**config.mk**
```make
export PLATFORM = sky130hd
export DESIGN_NAME = int_controller
export DESIGN_NICKNAME = d
export VERILOG_FILES = /design/src/rtl/int_controller.sv
export SDC_FILE = /design/constraint.sdc
export NUM_CORES = 1
export LEC_CHECK = 0
export CAP_MARGIN = 20
export CELL_PAD_IN_SITES_DETAIL_PLACEMENT = 0
export CELL_PAD_IN_SITES_GLOBAL_PLACEMENT = 2
export CORE_MARGIN = 2
export CORE_UTILIZATION = 21
export DETAILED_ROUTE_END_ITERATION = 10
export GPL_TIMING_DRIVEN = 1
export PLACE_DENSITY = 0.86
export SLEW_MARGIN = 20
export SYNTH_ARGS = -nofsm -noshare
export SYNTH_HDL_FRONTEND = slang
export SYNTH_SLANG_ARGS = --single-unit
```
**constraint.sdc**
```tcl
create_clock -name clk -period 1.6 [get_ports clk]
set_input_delay 0.24 -clock clk [delete_from_list [all_inputs] [get_ports clk]]
set_output_delay 0.24 -clock clk [all_outputs]
set_load 0.005 [all_outputs]
```
**src/rtl/int_controller.sv**
```systemverilog
// Prioritised interrupt controller: captures rising edges on the peripheral
// request lines, applies a per-source mask and a global enable, and presents
// one request at a time to the cpu, together with that source's vector.
// The handshake is request, acknowledge, return, and handlers never nest.
module int_controller #(
  parameter int          NUM_SRC    = 4,
  parameter logic [15:0] VEC_BASE   = 16'h0010,
  parameter logic [15:0] VEC_STRIDE = 16'h0004
) (
  input  logic               clk,
  input  logic               rst,
  input  logic [NUM_SRC-1:0] irq_src,
  input  logic               sel,
  input  logic [1:0]         addr,
  input  logic               write,
  input  logic               read,
  input  logic [15:0]        wdata,
  output logic [15:0]        rdata,
  output logic               int_req,
  output logic [15:0]        int_vector,
  input  logic               int_ack,
  input  logic               int_done,
  output logic [3:0]         active_id
);

  typedef enum logic [1:0] {IDLE, REQ, SERVICE} state_t;

  localparam logic [1:0] ADDR_PENDING = 2'd0;
  localparam logic [1:0] ADDR_MASK    = 2'd1;
  localparam logic [1:0] ADDR_CTRL    = 2'd2;
  localparam logic [1:0] ADDR_STATUS  = 2'd3;

  state_t             state, state_next;
  logic [NUM_SRC-1:0] irq_q, pending, mask;
  logic [NUM_SRC-1:0] rise, w1c, act_oh, ack_clr, pending_next, eligible;
  logic               gie, gie_next;
  logic               wr_en, rd_en;
  logic               win_valid, load_grant;
  logic [3:0]         win_id;
  logic [15:0]        win_vector, rd_mux;

  // Wide write data is only partly used when NUM_SRC is small.
  logic unused_wdata;
  assign unused_wdata = ^wdata;

  // Bus decode, edge detection and the next value of the pending register.
  // NOTE: every combinational output is given a default before any branch,
  // so no path can leave a value unassigned and infer a latch.
  always_comb begin
    wr_en    = sel & write;
    rd_en    = sel & read;
    rise     = irq_src & ~irq_q;
    w1c      = (wr_en && addr == ADDR_PENDING) ? wdata[NUM_SRC-1:0] : '0;
    gie_next = (wr_en && addr == ADDR_CTRL) ? wdata[0] : gie;
    act_oh   = '0;
    for (int i = 0; i < NUM_SRC; i++) act_oh[i] = (active_id == 4'(i));
    ack_clr  = (state == REQ && int_ack) ? act_oh : '0;
    // A new edge on a bit being cleared in the same cycle keeps the bit set.
    pending_next = (pending & ~w1c & ~ack_clr) | rise;
    eligible     = gie ? (pending & mask) : '0;
  end

  // Fixed priority: the lowest eligible index wins.
  always_comb begin
    win_valid = |eligible;
    win_id    = '0;
    for (int i = NUM_SRC - 1; i >= 0; i--) begin
      if (eligible[i]) win_id = 4'(i);
    end
    win_vector = VEC_BASE + {12'b0, win_id} * VEC_STRIDE;
  end

  // Handshake sequencing: next state and grant strobe.
  always_comb begin
    state_next = state;
    load_grant = 1'b0;
    case (state)
      IDLE: begin
        if (win_valid) begin
          state_next = REQ;
          load_grant = 1'b1;
        end
      end
      REQ: begin
        // An ack takes precedence over a withdrawal in the same cycle.
        if (int_ack) state_next = SERVICE;
        else if (!gie_next || !(|(pending_next & act_oh))) state_next = IDLE;
      end
      SERVICE: begin
        if (int_done) state_next = IDLE;
      end
      default: state_next = IDLE;
    endcase
  end

  // Register read multiplexer; unimplemented bits read as zero.
  always_comb begin
    rd_mux = '0;
    case (addr)
      ADDR_PENDING: rd_mux = 16'(pending);
      ADDR_MASK:    rd_mux = 16'(mask);
      ADDR_CTRL:    rd_mux = {15'b0, gie};
      ADDR_STATUS:  rd_mux = {state == SERVICE, state == REQ, 10'b0, active_id};
      default:      rd_mux = '0;
    endcase
  end

  // State register.
  // NOTE: sequential state is updated with non-blocking assignments so every
  // flop samples the values from before the edge, independent of block order.
  always_ff @(posedge clk) begin
    if (rst) state <= IDLE;
    else     state <= state_next;
  end

  // Edge history, register file, read data and the latched grant.
  always_ff @(posedge clk) begin
    if (rst) begin
      irq_q      <= '0;
      pending    <= '0;
      mask       <= '0;
      gie        <= 1'b0;
      rdata      <= '0;
      active_id  <= '0;
      int_vector <= '0;
    end else begin
      irq_q   <= irq_src;
      pending <= pending_next;
      gie     <= gie_next;
      if (wr_en && addr == ADDR_MASK) mask <= wdata[NUM_SRC-1:0];
      if (rd_en) rdata <= rd_mux;
      if (load_grant) begin
        active_id  <= win_id;
        int_vector <= win_vector;
      end
    end
  end

  assign int_req = (state == REQ);

endmodule

```
==> metrics.csv <==
metric,value,unit
clkSinkCount,24,
dr.pass1.iters,4,
avgSynthCellArea,8.13,sq um
fmax,0.659,GHz
p_int,0.924,mW
grt_pass1_vias,1115,
min-delay-start,rdata[0],
htreeDepth,1,
holdPathStages,2,
grt_antenna_before_repair,0,
hold_viol,0,
cts.hold.buffers_added,0,
drtIter0Drc,40,
ys_ff_latch,24,
track_usage,0.0923,
gp_congestion,0.823,
hold_path_class,flop to flop,
setup_viol,0,
grt_max_degree,24,
place.detailed.instances,276,
syn-cell-area,1330,sq um
p_leak,0.747,nW
nFillCells,676,
required,1.36,ns
synth_edf_count,0,
initial_core_util,0.214,
final_core_util,0.281,
drv_slew,0,
async_flop_share,0,
critPathKind,flop to primary output,
core,6240,sq um
cp.depth,1,
p_seq_frac,0.516,
p_sw,0.294,mW
status,completed,
fin_crit,1.52,ns
grt_pass1_wl,5190,um
rsz0062_at_grt,false,
cts_tree,yes,
synth_warnings,0,
r2r-end,state[0],
syn_to_final_growth,31.7,%
clk_path_buf_depth,2,
clkPwrFrac,0.347,
synth_flop_cell,dfxtp_1,
cp-end-kind,primary output,
die_x,83.7,um
clk_latency,0.27,ns
p_comb_frac,0.137,
drt-vias-per-instance,4.07,
clk_pin_slew,0.09,ns
r2r-start,pending[2],
overflow,0,
die_y,83.7,um
ys_seq_area_frac,0.361,
reg2reg_depth,5,
cp.arrival,1.28,ns
drtAntennaViolNets,0,
drv_cap,0,
finalCritPeriodShare,0.948,
cpLargestDelayFamily,buffers and inverters,
routed_wl,3090,um
slowest_stage,clkdlybuf4s50_1,
drive_gt1_frac,0.137,
synth_cell_types,39,
cp-start-kind,flop,
hold_end,rdata[0],
num_io_pins,66,
via_count,1145,
r2r_slack,0.17,ns
ir_drop,0.233,mV
netlist_instances,164,
cts-root-buf,clkbuf_8,
max_stage_delay,0.54,ns
crit_buf_inv,1,
crit_start,active_id[0],
wl_per_cell,11.0,um
rows,29,
power_density,694,nW/um^2
cp_max_fo,12,
p_sw_frac,0.242,
n_antenna_cell,0,
finalNonFillerCells,281,
fin_nets,234,
path_cells,clkdlybuf4s50_1,
numCtsBuffers,3,
design.die.area,7000,sq um
dp.final_hpwl,2410,um
numPortBuffers,28,
drc,0,
fin_skew,0.00691,ns
==> stage by stage <==
stage	TNS (ns)	cell area, sq um	setup WS, ns	power (mW)	hold slack [ns]
2_1_floorplan	0	1420	0.0931	0.766	0.312
3_3_place_gp	-0.823	1690	-0.334	0.815	0.443
3_5_place_dp	-0.777	1690	-0.343	0.816	0.458
4_1_cts	0	1750	0.0252	1.23	0.470
5_1_grt	0	1760	0.0120	1.29	0.498
6_report	0	1760	0.0835	1.22	0.460
==> worst max path at each step <==
stage	end	slack (ns)
3_3_place_gp	state[0]	-0.33
2_1_floorplan	state[0]	0.09
3_5_place_dp	state[0]	-0.34
6_report	active_id[0]	0.08
5_1_grt	active_id[0]	0.01
4_1_cts	int_req	0.03
==> Yosys cell counts (2+ instances only) <==
| cell | n | area (sq um) |
|---|---|---|
| buf_4 | 27 | 203 |
| dfxtp_1 | 24 | 480 |
| nor2_1 | 20 | 75.1 |
| nand2_1 | 16 | 60.1 |
| a21oi_1 | 15 | 75.1 |
| mux2i_1 | 7 | 70.1 |
| clkbuf_1 | 5 | 18.8 |
| inv_1 | 5 | 18.8 |
| nand3_1 | 5 | 25.0 |
| nor2b_1 | 5 | 31.3 |
| nor3_1 | 4 | 20.0 |
| a31oi_1 | 2 | 12.5 |
| nand2b_1 | 2 | 12.5 |
| nand3b_1 | 2 | 15.0 |
==> layout by cell type, fill, tap and decap left out, drive strengths merged, types with 2 or more instances in the layout <==
cell           synthesis  layout
nor3                   4       4
conb                   1      25
inv                    5       5
dfxtp                 24      24
nand3b                 2       2
a31oi                  2       2
nand2b                 2       2
nand2                 16      16
nor2b                  5       5
a21oi                 15      15
clkdlybuf4s50          0      23
nand3                  5       5
clkbuf                 5       4
nand4b                 2       2
buf                   29      18
mux2i                  7       7
dlygate4sd2            0       4
nor2                  20      20
==> final cells by class <==
class / count / area, sq um / share of cell area
Clock buffer: 4 / 55.1 / 0.0314
Multi-Input combinational cell: 125 / 686 / 0.391
Tap cell: 77 / 96.3 / 0.0549
Timing Repair Buffer: 46 / 413 / 0.235
Inverter: 5 / 18.8 / 0.0107
Sequential cell: 24 / 487 / 0.277
==> registers in the layout (all words and copies together) (netlist names) <==
signal and cells:
active_id 1, gie 1, int_vector 2, irq_q 4
mask 4, pending 4, rdata 6, state 2
==> kinds of logic (layout without fill, tap and decap cells) <==
| family | count (synthesis) | count (layout) | share of synthesized area |
|---|---|---|---|
| simple gates | 64 | 64 | 0.243 |
| mux | 8 | 8 | 0.0695 |
| other cells | 1 | 25 | 0.00281 |
| compound gates | 28 | 28 | 0.131 |
| flops | 24 | 24 | 0.361 |
| buf+inv | 39 | 55 | 0.192 |
==> power groups by stage <==
stage	combinational [mW]	sequential, mW	clock (mW)
final	0.167	0.628	0.423
after global routing	0.187	0.631	0.474
after CTS	0.169	0.628	0.436
after detailed placement	0.172	0.644	0
after global placement	0.172	0.644	0
after floorplan	0.127	0.640	0
==> metal layers <==
metal  global-route usage  wire (um)  vias to the layer above  part of all wire
met1                0.115       1440                      515              0.47
met4               0.0264         38                        0             0.012
li1                     -          -                      589                 -
met5                    0          0                        -                 0
met2                0.149       1410                       36              0.45
met3               0.0346        207                        5             0.067
==> timing repair <==
| action | CTS | global route |
|---|---|---|
| endpoints found under the setup margin | 6 | 1 |
| hold endpoints to repair | 0 | 0 |
| setup buffers | 0 | 1 |
| gates resized for setup | 8 | 1 |
Note: power is estimated with default switching activity, not from simulation.
